### config.mk
export PLATFORM = sky130hd
export DESIGN_NAME = line_render_sequencer_flat
export DESIGN_NICKNAME = d
export VERILOG_FILES = /design/src/rtl/line_render_sequencer_if.sv /design/src/rtl/line_render_sequencer.sv /design/src/flat_wrapper.sv
export SDC_FILE = /design/constraint.sdc
export NUM_CORES = 1
export LEC_CHECK = 0
export CORE_MARGIN = 3
export CORE_UTILIZATION = 50
export CTS_CLUSTER_SIZE = 24
export DETAILED_ROUTE_END_ITERATION = 8
export DONT_BUFFER_PORTS = 1
export MAX_ROUTING_LAYER = met4
export PLACE_DENSITY = 0.74
export SKIP_LAST_GASP = 1
export SLEW_MARGIN = 15
export SYNTH_ARGS = -nofsm -noshare
export SYNTH_HDL_FRONTEND = slang
export SYNTH_SLANG_ARGS = --single-unit
### constraint.sdc
create_clock -name clk -period 3.1 [get_ports clk]
set_clock_uncertainty 0.1 [all_clocks]
set_input_delay 0.31 -clock clk [delete_from_list [all_inputs] [get_ports clk]]
set_output_delay 0.31 -clock clk [all_outputs]
set_load 0.05 [all_outputs]
### src/rtl/line_render_sequencer_if.sv
// Renderer-sequencer bus: render request, unit enables/handshakes,
// display timing strobes and line-buffer bank selects.
// Optional LINE_RENDER_OVERRUN_COUNT_EN adds the overrun_count signal.
interface line_render_sequencer_if;
  logic       line_render_start;
  logic [8:0] line_idx;
  logic       layer0_enabled;
  logic       layer1_enabled;
  logic       sprites_enabled;
  logic       layer0_done;
  logic       layer1_done;
  logic       sprite_done;
  logic       display_next_line;
  logic       display_next_frame;
  logic       layer0_start;
  logic       layer1_start;
  logic       sprite_start;
  logic [8:0] render_line_idx;
  logic       lb_wrsel;
  logic       lb_rdsel;
  logic       busy;
  logic       overrun;
`ifdef LINE_RENDER_OVERRUN_COUNT_EN
  logic [7:0] overrun_count;
`endif

  modport master (
    output line_render_start, line_idx,
    output layer0_enabled, layer1_enabled, sprites_enabled,
    output layer0_done, layer1_done, sprite_done,
    output display_next_line, display_next_frame,
    input  layer0_start, layer1_start, sprite_start,
    input  render_line_idx, lb_wrsel, lb_rdsel, busy, overrun
`ifdef LINE_RENDER_OVERRUN_COUNT_EN
    , input overrun_count
`endif
  );

  modport slave (
    input  line_render_start, line_idx,
    input  layer0_enabled, layer1_enabled, sprites_enabled,
    input  layer0_done, layer1_done, sprite_done,
    input  display_next_line, display_next_frame,
    output layer0_start, layer1_start, sprite_start,
    output render_line_idx, lb_wrsel, lb_rdsel, busy, overrun
`ifdef LINE_RENDER_OVERRUN_COUNT_EN
    , output overrun_count
`endif
  );
endinterface

### src/rtl/line_render_sequencer.sv
// Line render sequencer: runs the layer0, layer1 and sprite renderers
// serially (shared VRAM bus), then swaps line-buffer banks on the display
// line strobe. Late strobes or requests raise a one-cycle overrun pulse.
// Optional macro LINE_RENDER_OVERRUN_COUNT_EN adds a saturating 8-bit
// overrun counter on bus.overrun_count.
module line_render_sequencer (
  input  logic                   clk,
  input  logic                   rst_n,
  line_render_sequencer_if.slave bus
);

  typedef enum logic [2:0] {
    IDLE,
    L0,
    L1,
    SPR,
    DONE
  } state_t;

  state_t     r_state;
  state_t     w_nxt;
  state_t     w_first;
  state_t     w_after_l0;
  state_t     w_after_l1;
  logic       w_ovr;
  logic       w_swap;
  logic       w_latch;
  logic       r_l0_start;
  logic       r_l1_start;
  logic       r_spr_start;
  logic       r_overrun;
  logic       r_rdsel;
  logic [8:0] r_line_idx;

  // Next enabled unit from each point in the L0 -> L1 -> SPR chain,
  // using the enables as they are right now.
  always_comb begin
    w_after_l1 = bus.sprites_enabled ? SPR : DONE;
    w_after_l0 = bus.layer1_enabled ? L1 : w_after_l1;
    w_first    = bus.layer0_enabled ? L0 : w_after_l0;
  end

  // Next state and event decode; display_next_frame overrides everything.
  always_comb begin
    w_nxt   = r_state;
    w_ovr   = 1'b0;
    w_swap  = 1'b0;
    w_latch = 1'b0;
    if (bus.display_next_frame) begin
      w_nxt = IDLE;
    end else begin
      case (r_state)
        IDLE: begin
          if (bus.line_render_start) begin
            w_latch = 1'b1;
            w_nxt   = w_first;
          end
        end
        L0: begin
          w_ovr = bus.display_next_line | bus.line_render_start;
          if (bus.layer0_done) w_nxt = w_after_l0;
        end
        L1: begin
          w_ovr = bus.display_next_line | bus.line_render_start;
          if (bus.layer1_done) w_nxt = w_after_l1;
        end
        SPR: begin
          w_ovr = bus.display_next_line | bus.line_render_start;
          if (bus.sprite_done) w_nxt = DONE;
        end
        DONE: begin
          if (bus.display_next_line) begin
            w_swap = 1'b1;
            // A start arriving with the strobe begins the next line at once.
            if (bus.line_render_start) begin
              w_latch = 1'b1;
              w_nxt   = w_first;
            end else begin
              w_nxt = IDLE;
            end
          end else if (bus.line_render_start) begin
            w_ovr = 1'b1;
          end
        end
        default: w_nxt = IDLE;
      endcase
    end
  end

  // State register with registered start/overrun pulses and bank select.
  always_ff @(posedge clk or negedge rst_n) begin
    if (!rst_n) begin
      r_state     <= IDLE;
      r_l0_start  <= 1'b0;
      r_l1_start  <= 1'b0;
      r_spr_start <= 1'b0;
      r_overrun   <= 1'b0;
      r_rdsel     <= 1'b0;
      r_line_idx  <= '0;
    end else begin
      r_state     <= w_nxt;
      // A unit state is never re-entered from itself, so a state change
      // into it marks its first cycle.
      r_l0_start  <= (w_nxt == L0)  && (r_state != L0);
      r_l1_start  <= (w_nxt == L1)  && (r_state != L1);
      r_spr_start <= (w_nxt == SPR) && (r_state != SPR);
      r_overrun   <= w_ovr;
      if (w_swap)  r_rdsel    <= ~r_rdsel;
      if (w_latch) r_line_idx <= bus.line_idx;
    end
  end

  assign bus.layer0_start    = r_l0_start;
  assign bus.layer1_start    = r_l1_start;
  assign bus.sprite_start    = r_spr_start;
  assign bus.overrun         = r_overrun;
  assign bus.lb_rdsel        = r_rdsel;
  assign bus.lb_wrsel        = ~r_rdsel;
  assign bus.render_line_idx = r_line_idx;
  assign bus.busy            = (r_state != IDLE) && (r_state != DONE);

`ifdef LINE_RENDER_OVERRUN_COUNT_EN
  logic [7:0] r_ovr_cnt;

  // Saturating overrun counter, cleared at each frame start.
  always_ff @(posedge clk or negedge rst_n) begin
    if (!rst_n) begin
      r_ovr_cnt <= '0;
    end else if (bus.display_next_frame) begin
      r_ovr_cnt <= '0;
    end else if (w_ovr && (r_ovr_cnt != '1)) begin
      r_ovr_cnt <= r_ovr_cnt + 8'd1;
    end
  end

  assign bus.overrun_count = r_ovr_cnt;
`endif

endmodule

### src/flat_wrapper.sv
// flat-port wrapper written by rule: the top's interface ports become plain ports
module line_render_sequencer_flat 
  (clk, rst_n, bus_line_render_start, bus_line_idx, bus_layer0_enabled, bus_layer1_enabled, bus_sprites_enabled, bus_layer0_done, bus_layer1_done, bus_sprite_done, bus_display_next_line, bus_display_next_frame, bus_layer0_start, bus_layer1_start, bus_sprite_start, bus_render_line_idx, bus_lb_wrsel, bus_lb_rdsel, bus_busy, bus_overrun);
  line_render_sequencer_if bus_i ();
  input  logic clk;
  input  logic rst_n;
  input wire logic [$bits(bus_i.line_render_start)-1:0] bus_line_render_start;
  input wire logic [$bits(bus_i.line_idx)-1:0] bus_line_idx;
  input wire logic [$bits(bus_i.layer0_enabled)-1:0] bus_layer0_enabled;
  input wire logic [$bits(bus_i.layer1_enabled)-1:0] bus_layer1_enabled;
  input wire logic [$bits(bus_i.sprites_enabled)-1:0] bus_sprites_enabled;
  input wire logic [$bits(bus_i.layer0_done)-1:0] bus_layer0_done;
  input wire logic [$bits(bus_i.layer1_done)-1:0] bus_layer1_done;
  input wire logic [$bits(bus_i.sprite_done)-1:0] bus_sprite_done;
  input wire logic [$bits(bus_i.display_next_line)-1:0] bus_display_next_line;
  input wire logic [$bits(bus_i.display_next_frame)-1:0] bus_display_next_frame;
  output wire logic [$bits(bus_i.layer0_start)-1:0] bus_layer0_start;
  output wire logic [$bits(bus_i.layer1_start)-1:0] bus_layer1_start;
  output wire logic [$bits(bus_i.sprite_start)-1:0] bus_sprite_start;
  output wire logic [$bits(bus_i.render_line_idx)-1:0] bus_render_line_idx;
  output wire logic [$bits(bus_i.lb_wrsel)-1:0] bus_lb_wrsel;
  output wire logic [$bits(bus_i.lb_rdsel)-1:0] bus_lb_rdsel;
  output wire logic [$bits(bus_i.busy)-1:0] bus_busy;
  output wire logic [$bits(bus_i.overrun)-1:0] bus_overrun;
  assign bus_i.line_render_start = bus_line_render_start;
  assign bus_i.line_idx = bus_line_idx;
  assign bus_i.layer0_enabled = bus_layer0_enabled;
  assign bus_i.layer1_enabled = bus_layer1_enabled;
  assign bus_i.sprites_enabled = bus_sprites_enabled;
  assign bus_i.layer0_done = bus_layer0_done;
  assign bus_i.layer1_done = bus_layer1_done;
  assign bus_i.sprite_done = bus_sprite_done;
  assign bus_i.display_next_line = bus_display_next_line;
  assign bus_i.display_next_frame = bus_display_next_frame;
  assign bus_layer0_start = bus_i.layer0_start;
  assign bus_layer1_start = bus_i.layer1_start;
  assign bus_sprite_start = bus_i.sprite_start;
  assign bus_render_line_idx = bus_i.render_line_idx;
  assign bus_lb_wrsel = bus_i.lb_wrsel;
  assign bus_lb_rdsel = bus_i.lb_rdsel;
  assign bus_busy = bus_i.busy;
  assign bus_overrun = bus_i.overrun;
  line_render_sequencer u_core (.clk(clk), .rst_n(rst_n), .bus(bus_i));
endmodule
### Word-level counts from Yosys, hierarchy flattened

Index checks and enable logic that the tools add are counted.

* bits in registers: 17
* input port bits: 20
* output and inout bits: 16
* logic and storage cells: 48

* eq/ne operators: 11
* muxes and demuxes: 21
* bitwise logic cells: 2
* reduce and logical (&&, ||, !) cells: 7

Operator list (count)
* 3-bit two-way mux: 10
* 3-bit one-hot mux with 5 select lines: 1
* 3-bit by 2-bit == test with 1-bit output, second input constant: 4
* 1-bit two-way mux: 8
* 3-bit by 1-bit == test with 1-bit output, second input constant: 2
* 3-bit by 2-bit inequality test with 1-bit output, second input constant: 2
* 1-bit logical AND: 4
* 1-bit one-hot mux with 2 select lines: 2
* 3-bit == test, second input constant: 1
* 3-bit zero test: 1
* 3-bit by 1-bit inequality test with 1-bit output, second input constant: 1
* 3-bit inequality test, second input constant: 1
* 3-bit nonzero test: 1
* 3-bit OR reduction: 1
* 1-bit inverter: 1
* 1-bit bitwise OR: 1

### Logic depth before layout (Yosys ltp)

Gate-level depths: netlist of the first run.

* depth after elaboration: 9
* gate-level depth with buffers: 7

### Worst setup path after synthesis of the first run

No wires, ideal clock.

* path type: reg-to-reg
* start point: register u_core.r_state[0]
* end point: register u_core.r_line_idx[0], in the netlist u_core.bus.render_line_idx[0]
* arrival time: 1.389 ns
* required time: 2.872 ns
* path slack: 1.484 ns
* cell stages (with the launch flop): 7
* path buffers: 1
* cells stage by stage: dfrtp_1 > buf_8 > nor2_2 > inv_2 > nor2_4 > nand3b_4 > mux2_1

* cells in the longest elaborated chain, start to end: 3
* elaborated cells between the ends (all ways): 4

Ends and longest elaborated chain
* start: declaration: line line_render_sequencer.sv:20 `state_t r_state;`
* start signal: assignment: line line_render_sequencer.sv:101 `r_state <= w_nxt;`
* 3-bit == test / 3-bit zero test (equally long branches): line line_render_sequencer.sv:52 `case (r_state)`
* 1-bit one-hot mux with 2 select lines *: line line_render_sequencer.sv:52
* 1-bit two-way mux *: line line_render_sequencer.sv:49 `if (bus.display_next_frame) begin`
* end signal: assignment: line line_render_sequencer.sv:109 `if (w_latch) r_line_idx <= bus.line_idx;`
* end: declaration: line line_render_sequencer.sv:33 `logic [8:0] r_line_idx;`

Mark *: on every way between the ends. The rest lies on a longest branch, timed or not.
A chain may end at the register's enable or synchronous reset.

### Worst setup path in the final report of the first run

* start point: register u_core.r_state[0]
* end point: register u_core.r_line_idx[1], in the netlist u_core.bus.render_line_idx[1]

Same word-level chain as after synthesis.

==> results of run 1 <==
==> cells by family (layout without fill, tap and decap cells) <==
kind of cell	count (synthesis)	in the layout
compound gates	16	16
mux	9	9
simple gates	27	27
xor+xnor	1	1
flops	17	17
buf+inv	5	9
==> metal layers <==
| layer | up-vias | share of wire, % | track usage [%] | wire [µm] |
|---|---|---|---|---|
| met1 | 271 | 41 | 16.4 | 639 |
| met5 | - | 0 | - | 0 |
| met3 | 0 | 9.7 | 4.51 | 150 |
| met2 | 28 | 49 | 25.4 | 752 |
| li1 | 280 | - | - | - |
| met4 | 0 | 0 | 10.8 | 0 |
==> per-stage QoR <==
stage	hold WS [ps]	area [µm²]	utilization [%]
2_1_floorplan	-85.6	867	-
3_3_place_gp	-85.2	872	55.3
4_1_cts	41.9	908	57.6
5_1_grt	37.0	908	57.6
3_5_place_dp	-85.2	872	55.3
6_report	54.9	908	57.6
==> placed cells by master (no fill, tap or decap) <==
master | netlist | final
a211o_1 | 1 | 1
a211oi_1 | 3 | 3
a21o_1 | 1 | 1
a21oi_1 | 4 | 4
a21oi_2 | 1 | 1
a31oi_1 | 1 | 1
and2b_1 | 1 | 1
and3_1 | 1 | 1
clkbuf_1 | 0 | 1
clkbuf_4 | 0 | 3
dfrtp_1 | 17 | 17
dlygate4sd3_1 | 0 | 1
inv_1 | 3 | 3
inv_2 | 1 | 1
mux2_1 | 9 | 9
nand2_1 | 4 | 4
nand2b_1 | 4 | 4
nand3_1 | 1 | 1
nand3b_1 | 2 | 2
nand3b_4 | 1 | 1
nand4b_1 | 1 | 1
nor2_1 | 2 | 2
nor2_2 | 1 | 1
nor2_4 | 1 | 1
nor2b_1 | 2 | 2
nor3_1 | 1 | 1
nor3b_2 | 1 | 1
nor4b_1 | 1 | 1
nor4b_2 | 1 | 1
nor4bb_1 | 1 | 1
o211ai_1 | 1 | 1
o21ai_0 | 3 | 3
o21ai_1 | 1 | 1
or3b_1 | 1 | 1
xnor2_1 | 1 | 1
==> what timing repair did <==
action	in CTS	in global routing
hold endpoints to repair	17	0
setup buffers	0	0
hold buffers	1	0
==> registers in the layout, summed over array words and instances, names as in the netlist <==
signal	count
u_core.bus.lb_rdsel	1
u_core.bus.layer1_start	1
u_core.bus.overrun	1
u_core.bus.sprite_start	1
u_core.bus.layer0_start	1
u_core.bus.render_line_idx	9
u_core.r_state	3
==> power groups by stage <==
stage               clock network, W  registers (W)  logic [W]
floorplan                          0       0.000454   0.000119
global placement                   0       0.000466   0.000120
detailed placement                 0       0.000466   0.000126
CTS                         0.000119       0.000462   0.000131
global route                0.000130       0.000472   0.000142
finish                      0.000111       0.000460   0.000128
==> area by class of cell <==
class | count | area share, %
clock buffer | 4 | 2.89
inverter | 4 | 1.65
multi-input combinational | 53 | 45.3
sequential | 17 | 46.8
tap | 16 | 2.20
timing repair buffer | 1 | 1.10
==> worst max path at each step <==
stage	end	slack, ps	depth (start not counted)
after global placement	u_core.bus.render_line_idx[7]	1400	5
after CTS	u_core.bus.render_line_idx[6]	1340	5
after detailed placement	u_core.bus.render_line_idx[6]	1360	5
final	u_core.bus.render_line_idx[1]	1350	5
after global routing	u_core.bus.layer0_start	1180	6
after floorplan	u_core.bus.render_line_idx[0]	1480	6
==> impl_metrics.tcl, run 1 <==
set metrics [dict create \
    status "finished, final reports clean" \
    die-area_um2 2270 \
    synth_xor_xnor_area_share_pct 1.01 \
    critPathCaptureType "flip-flop" \
    syn_inst 75 \
    critPathBufInv 1 \
    tightest_slew_ps 713 \
    slowest_delay_ps 500 \
    timing.rr.end "u_core.bus.render_line_idx[1]" \
    fp-row-count 14 \
    instances_no_fill 95 \
    core_area_um2 1580 \
    tns_ps 0 \
    synth.cell_area_um2 867 \
    yosysMostFrequentCell "dfrtp_1" \
    critPathSlowestCell "dfrtp_1" \
    rsz0062_at_grt "no" \
    p_seq_share_pct 65.8 \
    portBuffers 0 \
    pwr-share-comb_pct 18.3 \
    dpl.hpwl_um 1230 \
    powerDensity_nw_per_um2 771 \
    start_util_pct 55.0 \
    overflow 0 \
    synth_simple_gate_area_share_pct 23.1 \
    synth_area_leaders "dfrtp_1 (49%), mux2_1 (12%), nand2b_1 (2.9%)" \
    synth-seq-area-share_pct 49.1 \
    via_count 579 \
    nets 100 \
    cts-root-buf "clkbuf_4" \
    routed_wl_um 1540 \
    rrSetupSlack_ps 1350 \
    regToRegStartpoint "u_core.r_state[0]" \
    synth-compound-area-share_pct 11.7 \
    seq_area_um2 425 \
    yosys_warnings 0 \
    cts_tree "done" \
    critPathArrivalTime_ps 1820 \
    synth.area.mux_share_pct 11.7 \
    multi_input_area_um2 412 \
    grt_max_degree 18 \
    die_x_um 47.6 \
    reg2reg_depth 5 \
    total_power_w 0.000700 \
    synth.top_cell.area_share_pct 49.1 \
    grt_pass1_vias 592 \
    crit_required_ps 3170 \
    timing.fmax_ghz 0.571 \
    grt_pass1_wl_um 2370 \
    setup_viol 0 \
    wire_per_inst_um 16.2 \
    cp-start-kind "flip-flop" \
    hold_path.class "input port to flip-flop" \
    ios 36 \
    drive_gt1_share_pct 12.7 \
    fp.dieH_um 47.6 \
    switching_power_w 0.000336 \
    p_leak_nw 0.392 \
    critical_path_class "flip-flop to flip-flop" \
    clkLatencyLatePin_ps 280 \
    yosys.cell_types.count 33 \
    swShare_pct 48.0 \
    synth_top_family_by_area "simple AND/OR/NAND/NOR gates" \
    hold_viol_final 0 \
    clk_path_buf_depth 2 \
    max_cap_violations 0 \
    post-route-min-period_ps 1750 \
    min_path_cells 1 \
    hold_end "u_core.bus.render_line_idx[4]" \
    syn_nets 95 \
    cts_resized 0 \
    nFillCells 139 \
    cp_cell_sequence "nor2_2 > inv_2 > nor2_4 > nand3b_4 > mux2_1" \
    dp_slack_ps 1360 \
    yosysTopAreaCell "dfrtp_1" \
    synthFlopType "dfrtp_1" \
    insertedDiodeCount 0 \
    setup_ws_ps 1350 \
    drc 0 \
    gp_congestion 0.852 \
    drt-pass1-iter-count 4 \
    crit_family "simple AND/OR/NAND/NOR gates" \
    synth_adder_area_share_pct 0 \
    cts_buffers 3 \
    postRouteAntennaNets 0 \
    cts_num_sinks 17 \
    grt_antenna_before_repair 0 \
    synth_edf_count 0 \
    grt_usage_pct 15.7 \
    relSlewSlack_pct 52.3 \
    clk_pin_slew_worst_paths_ps 90 \
    h-tree-depth 1 \
    clkPwrFrac_pct 15.9 \
    ys_seq_elements 17 \
    maxSlewViolCount 0 \
    drt-initial-drc-count 8 \
    async_reset_ff_share_pct 100 \
    startpoint "u_core.r_state[0]" \
    syn_avg_cell_area_um2 11.6 \
    internal_power_w 0.000364 \
    dp_cells 90 \
    ys_top_cells_by_count "dfrtp_1 (17), mux2_1 (9), a21oi_1 (4), nand2_1 (4), nand2b_1 (4)" \
    via_per_inst 6.09 \
    timing.final.crit_share_pct 56.5 \
    min-delay-start "bus_line_idx[4]" \
    irDropWorstVdd_mv 0.319 \
    cp_max_fo 10 \
    synthToLayoutAreaGrowth_pct 4.76 \
]
Power figures use the tool's default switching activity.
==> inputs of run 2 (changes only) <==
--- a/config.mk
+++ b/config.mk
@@ -11,7 +11,7 @@
 export DETAILED_ROUTE_END_ITERATION = 8
 export DONT_BUFFER_PORTS = 1
 export MAX_ROUTING_LAYER = met4
-export PLACE_DENSITY = 0.74
+export PLACE_DENSITY = 0.77
 export SKIP_LAST_GASP = 1
 export SLEW_MARGIN = 15
 export SYNTH_ARGS = -nofsm -noshare
==> constraint.sdc (replaced) <==
create_clock -name clk -period 1.5 [get_ports clk]
set_clock_uncertainty 0.1 [all_clocks]
set_input_delay 0.15 -clock clk [delete_from_list [all_inputs] [get_ports clk]]
set_output_delay 0.15 -clock clk [all_outputs]
set_load 0.05 [all_outputs]
==> impl_metrics.tcl, run 2 (same netlist as run 1, synthesis figures left out) <==
set metrics [dict create \
    overflow 0 \
    h-tree-depth 1 \
    clk_path_buf_depth 2 \
    start_util_pct 55.0 \
    cts-root-buf "clkbuf_4" \
    grt_pass1_vias 785 \
    cts_buffers 3 \
    violations "setup timing" \
    tightest_slew_ps 716 \
    grt_usage_pct 24.2 \
    maxSlewViolCount 0 \
    p_leak_nw 0.633 \
    die_x_um 47.6 \
    grt_util_met1_pct 27.0 \
    critPathArrivalTime_ps 1710 \
    rrSetupSlack_ps -130 \
    mostFrequentLayoutCells "buf_4 (27), dlygate4sd3_1 (16), dfrtp_1 (14), mux2_4 (5)" \
    cp_max_fo 6 \
    wire_per_inst_um 16.5 \
    timing.fmax_ghz 0.612 \
    hold_viol_final 0 \
    synthToLayoutAreaGrowth_pct 55.7 \
    cp-start-kind "flip-flop" \
    timing.rr.end "u_core.bus.layer0_start" \
    drt-initial-drc-count 8 \
    fp.dieH_um 47.6 \
    status "finished, violations left" \
    via_per_inst 5.63 \
    timing.final.crit_share_pct 109 \
    groute.layer.met3.usage_pct 3.01 \
    critPathCaptureType "flip-flop" \
    insertedDiodeCount 0 \
    largest_reg_flops 9 \
    powerDensity_nw_per_um2 1340 \
    total_power_w 0.00181 \
    irDropWorstVdd_mv 0.694 \
    setup_viol 15 \
    portBuffers 0 \
    rsz0062_at_grt "yes" \
    reg2reg_depth 5 \
    setup_ws_ps -135 \
    tns_ps -1050 \
    postRouteAntennaNets 0 \
    die-area_um2 2270 \
    startpoint "u_core.r_state[1]" \
    met2_usage_pct 41.7 \
    clkLatencyLatePin_ps 290 \
    cts_tree "done" \
    gp_congestion 0.918 \
    cts_num_sinks 17 \
    hold_path.class "input port to flip-flop" \
    grt_antenna_before_repair 0 \
    busiest_layer "met2" \
    drive_gt1_share_pct 40.7 \
    routed_wl_um 2290 \
    drc 0 \
    crit_required_ps 1580 \
    layout_commonest_cell "buf_4" \
    relSlewSlack_pct 52.1 \
    timing.hold.ws_ps 44.5 \
    regToRegStartpoint "u_core.r_state[1]" \
    fp-row-count 14 \
    grt_max_degree 18 \
    ios 36 \
    via_count 783 \
    core_area_um2 1580 \
    crit_path_end "u_core.bus.layer0_start" \
    dpl.hpwl_um 1340 \
    post-route-min-period_ps 1630 \
    nets 144 \
    critical_path_class "flip-flop to flip-flop" \
    clk_pin_slew_worst_paths_ps 100 \
    max_cap_violations 0 \
    grt_pass1_wl_um 3550 \
    drt-pass1-iter-count 4 \
]
-- run 2: changes by cell type in the layout (fill, tap and decap cells not counted), moves of 3 or more --
cell	change
dlygate4sd3_1	+15
mux2_4	+5
dfrtp_1	-3
mux2_1	-5
buf_4	+27
dfrtp_2	+3
-- run 2: repair_timing --
action                                 in CTS  in global routing
hold buffers                               16                  0
setup endpoints to repair                  14                 16
setup buffers                               3                  4
endpoints found under the hold margin      30                  0
gates cloned                                1                  0
pin swaps                                  10                  5
gates resized for setup                     6                  6
-- run 2: worst min-delay path by stage --
stage | from | end | depth (start not counted) | slack, ps
after floorplan | rst_n | u_core.bus.layer0_start | 0 | -250
after global placement | rst_n | u_core.bus.render_line_idx[7] | 0 | -250
after detailed placement | rst_n | u_core.bus.render_line_idx[7] | 0 | -250
after CTS | bus_layer0_enabled | u_core.r_state[2] | 3 | 20
after global routing | bus_line_render_start | u_core.bus.render_line_idx[1] | 2 | 30
final | bus_line_render_start | u_core.bus.render_line_idx[1] | 2 | 40
-- run 2: critical path, cell delays in order, from the launching register on --
cell and delay, ps:
dfrtp_2 500, nor4b_4 350, nand3b_1 110, a211o_1 280, a21oi_2 130, nor3b_2 50
-- run 2: through the flow --
stage	instance area (µm²)	util (%)	instances	setup WS, ps
floorplan	888	-	75	-45.0
global placement	1060	67.1	112	-106
detailed placement	1060	67.1	112	-140
CTS	1300	82.4	136	-99.9
global route	1350	85.6	139	-217
finish	1350	85.6	139	-135
-- run 2: area by class of cell --
type / instances / area, µm²
timing repair buffer: 44 / 378
fill: 83 / 226
clock buffer: 4 / 26.3
inverter: 4 / 17.5
sequential: 17 / 429
tap: 16 / 20.0
multi-input combinational: 54 / 479
-- run 2: power breakdown --
| group | internal [W] | switching (W) | leakage, nW | total (W) |
|---|---|---|---|---|
| logic | 0.000363 | 0.000543 | 0.409 | 0.000906 |
| clock network | 0.000103 | 0.000135 | 0.0150 | 0.000238 |
| registers | 0.000556 | 0.000109 | 0.209 | 0.000665 |
-- run 2: layer usage --
| layer | wire length, µm | part of all wire (%) | vias up |
|---|---|---|---|
| li1 | - | - | 368 |
| met1 | 869 | 38 | 382 |
| met2 | 1240 | 54 | 29 |
| met3 | 120 | 5.2 | 4 |
| met4 | 59 | 2.6 | 0 |
| met5 | 0 | 0 | - |
==> inputs of run 3 (changes only) <==
--- a/config.mk
+++ b/config.mk
@@ -6,12 +6,12 @@
 export NUM_CORES = 1
 export LEC_CHECK = 0
 export CORE_MARGIN = 3
-export CORE_UTILIZATION = 50
+export CORE_UTILIZATION = 53
 export CTS_CLUSTER_SIZE = 24
 export DETAILED_ROUTE_END_ITERATION = 8
 export DONT_BUFFER_PORTS = 1
 export MAX_ROUTING_LAYER = met4
-export PLACE_DENSITY = 0.77
+export PLACE_DENSITY = 0.8
 export SKIP_LAST_GASP = 1
 export SLEW_MARGIN = 15
 export SYNTH_ARGS = -nofsm -noshare
==> impl_metrics.tcl, run 3 <==
set metrics [dict create \
    status "stopped before the end" \
    haltStage "global routing" \
    firstError "[ERROR DPL-0033] detailed placement checks failed during check placement." \
    grt_max_degree 18 \
    grt_antenna_before_repair 0 \
    worst_endpoint "u_core.bus.layer0_start$_DFF_PN0_/D" \
    endpoint_type "register data pin" \
    yosys.cell_types.count 33 \
    synthFlopType "dfrtp_1" \
    cts_buffers 3 \
    dpl.hpwl_um 1420 \
    synth_edf_count 0 \
    syn_nets 95 \
    ys_seq_elements 17 \
    h-tree-depth 1 \
    fp-row-count 13 \
    synth.top_cell.area_share_pct 49.1 \
    cts_num_sinks 17 \
    start_util_pct 61.3 \
    yosys_warnings 0 \
    async_reset_ff_share_pct 100 \
    synth.cell_area_um2 867 \
    syn_avg_cell_area_um2 11.6 \
    yosysTopAreaCell "dfrtp_1" \
    ios 36 \
    yosysMostFrequentCell "dfrtp_1" \
    synth_area_leaders "dfrtp_1 (49%), mux2_1 (12%), nand2b_1 (2.9%)" \
    clk_path_buf_depth 2 \
    synth-seq-area-share_pct 49.1 \
    portBuffers 0 \
    die_x_um 46.4 \
    cts-root-buf "clkbuf_4" \
    ys_top_cells_by_count "dfrtp_1 (17), mux2_1 (9), a21oi_1 (4), nand2_1 (4), nand2b_1 (4)" \
    gp_congestion 0.815 \
    dp_slack_ps -165 \
    fp.dieH_um 46.4 \
    syn_inst 75 \
]
[run 3: cells by family after synthesis]
group / after synthesis / share of synthesized area (%)
AND/OR/NAND/NOR: 27 / 23.1
buffers and inverters: 5 / 3.46
XOR/XNOR: 1 / 1.01
multiplexers: 9 / 11.7
AO/OA/AOI/OAI: 16 / 11.7
flip-flops: 17 / 49.1
[run 3: repair_timing]
| item | CTS |
|---|---|
| setup buffers | 4 |
| gates resized for setup | 18 |
| setup endpoints to repair | 14 |
| endpoints found under the hold margin | 31 |
| cloned | 1 |
| pin swaps | 9 |
| hold buffers | 16 |
[run 3: metrics by stage]
stage | instances | hold WS, ps | setup TNS (ps) | instance area (µm²) | utilization, %
detailed placement | 108 | -245 | -1390 | 1030 | 73.1
global placement | 108 | -245 | -998 | 1030 | 73.1
floorplan | 75 | -246 | -445 | 888 | -
CTS | 133 | 24.0 | -801 | 1340 | 94.3
==> inputs of run 4 (changes only) <==
--- a/config.mk
+++ b/config.mk
@@ -5,13 +5,11 @@
 export SDC_FILE = /design/constraint.sdc
 export NUM_CORES = 1
 export LEC_CHECK = 0
-export CORE_MARGIN = 3
-export CORE_UTILIZATION = 53
-export CTS_CLUSTER_SIZE = 24
+export CORE_AREA = 3 3 64 66
 export DETAILED_ROUTE_END_ITERATION = 8
+export DIE_AREA = 0 0 67 69
 export DONT_BUFFER_PORTS = 1
-export MAX_ROUTING_LAYER = met4
-export PLACE_DENSITY = 0.8
+export PLACE_DENSITY_LB_ADDON = 0.15
 export SKIP_LAST_GASP = 1
 export SLEW_MARGIN = 15
 export SYNTH_ARGS = -nofsm -noshare
==> constraint.sdc (replaced) <==
create_clock -name clk -period 2 [get_ports clk]
set_clock_uncertainty 0.1 [all_clocks]
set_input_delay 0.2 -clock clk [delete_from_list [all_inputs] [get_ports clk]]
set_output_delay 0.2 -clock clk [all_outputs]
set_load 0.05 [all_outputs]
==> impl_metrics.tcl, run 4 (same netlist as run 1, synthesis figures left out) <==
set metrics [dict create \
    tns_ps 0 \
    grt_usage_pct 8.67 \
    clk_pin_slew_worst_paths_ps 60 \
    nets 110 \
    powerDensity_nw_per_um2 1120 \
    post-route-min-period_ps 1720 \
    via_per_inst 4.54 \
    critPathCaptureType "flip-flop" \
    max_cap_violations 0 \
    insertedDiodeCount 0 \
    p_seq_share_pct 60.2 \
    regToRegStartpoint "u_core.r_state[0]" \
    clk_path_buf_depth 2 \
    mostFrequentLayoutCells "dfrtp_1 (17), dlygate4sd3_1 (10), mux2_1 (9)" \
    rsz0062_at_grt "no" \
    maxSlewViolCount 0 \
    clkLatencyLatePin_ps 240 \
    topRoutingLayerUsed "met4" \
    start_util_pct 23.9 \
    largest_reg_flops 9 \
    tightest_slew_ps 766 \
    timing.hold.ws_ps 15.4 \
    internal_power_w 0.000644 \
    cp-start-kind "flip-flop" \
    cp_max_fo 10 \
    fin_util_pct 29.3 \
    hold_viol_final 0 \
    postRouteAntennaNets 0 \
    via_count 622 \
    instances_no_fill 137 \
    portBuffers 0 \
    drc 0 \
    cp_cell_sequence "nor4b_2 > nand3b_1 > a211o_1 > a21oi_1 > nor3b_2" \
    irDropWorstVdd_mv 0.213 \
    relSlewSlack_pct 48.8 \
    swShare_pct 45.7 \
    critical_path_class "flip-flop to flip-flop" \
    reg2reg_depth 5 \
    grt_pass1_wl_um 3070 \
    overflow 0 \
    grt_antenna_before_repair 0 \
    wl_met3_um 233 \
    wl_met2_um 854 \
    layout_commonest_cell "dfrtp_1" \
    wl_met1_um 885 \
    dp_cells 123 \
    cts_tree "done" \
    crit_required_ps 2020 \
    h-tree-depth 1 \
    drt-pass1-iter-count 4 \
    core_area_um2 3630 \
    die-area_um2 4620 \
    min_path_cells 2 \
    drt-initial-drc-count 21 \
    pwr-share-comb_pct 18.8 \
    ios 36 \
    grt_max_degree 18 \
    min-delay-start "bus_line_render_start" \
    grt_pass1_vias 639 \
    critPathArrivalTime_ps 1750 \
    synthToLayoutAreaGrowth_pct 22.8 \
    dpl.hpwl_um 1450 \
    clkPwrFrac_pct 21.0 \
    nFillCells 381 \
    switching_power_w 0.000543 \
    drive_gt1_share_pct 12.4 \
    hold_path.class "input port to flip-flop" \
    routed_wl_um 1980 \
    cts_buffers 3 \
    status "finished, final reports clean" \
    cts_num_sinks 17 \
    rrSetupSlack_ps 280 \
    die_x_um 67 \
    timing.final.crit_share_pct 86.2 \
    hold_end "u_core.bus.overrun" \
    setup_viol 0 \
    timing.rr.end "u_core.bus.layer0_start" \
    wire_per_inst_um 14.5 \
    critPathSlowestCell "dfrtp_1" \
    timing.fmax_ghz 0.580 \
    p_leak_nw 0.443 \
    post-cts-setup-buffer-count 0 \
    fp-row-count 22 \
    gp_congestion 0.779 \
    slowest_delay_ps 490 \
    fp.dieH_um 69 \
    cts-root-buf "clkbuf_8" \
    total_power_w 0.00119 \
]
-- run 4: metal layers --
metal,up-vias,GRT usage [%]
li1,297,-
met1,282,10.6
met2,41,13.1
met3,2,3.42
met4,0,4.05
met5,-,0
-- run 4: metrics by stage --
stage / setup slack [ps] / instance area (µm²)
final: 276 / 1060
after global routing: 197 / 1060
after CTS: 298 / 1060
after detailed placement: 322 / 920
after global placement: 340 / 920
after floorplan: 384 / 867
-- run 4: layout make-up --
cell class              instances  area (µm²)  area share (%)
repair buffers                 11         108            10.1
inverters                       4        15.0            1.41
multi-input cells              53         412            38.7
flip-flops and latches         17         425            40.0
clock buffers                   4        45.0            4.23
well taps                      48        60.1            5.64
-- run 4: what timing repair did --
item	CTS	global route
hold buffers	10	0
endpoints found under the hold margin	26	0
gates resized for setup	0	0
-- run 4: power groups by stage --
stage / clock network, W / logic [W] / registers, W
after global routing: 0.000288 / 0.000243 / 0.000726
after floorplan: 0 / 0.000185 / 0.000704
after CTS: 0.000265 / 0.000225 / 0.000715
after detailed placement: 0 / 0.000203 / 0.000723
after global placement: 0 / 0.000202 / 0.000723
final: 0.000249 / 0.000223 / 0.000715
-- run 4: worst max path at each step --
stage          depth (start not counted)                            end         startpoint
6_report                               5        u_core.bus.layer0_start  u_core.r_state[0]
3_5_place_dp                           5        u_core.bus.layer0_start  u_core.r_state[0]
4_1_cts                                5        u_core.bus.layer0_start  u_core.r_state[0]
5_1_grt                                5        u_core.bus.layer0_start  u_core.r_state[0]
3_3_place_gp                           5        u_core.bus.layer0_start  u_core.r_state[2]
2_1_floorplan                          6  u_core.bus.render_line_idx[0]  u_core.r_state[0]
-- run 4: worst max-delay path: cells and delay by family, from the launching register on --
family | cells | cell delay (ps)
AOI/OAI and AO/OA | 2 | 490
DFF | 1 | 490
and+or+nand+nor | 3 | 520
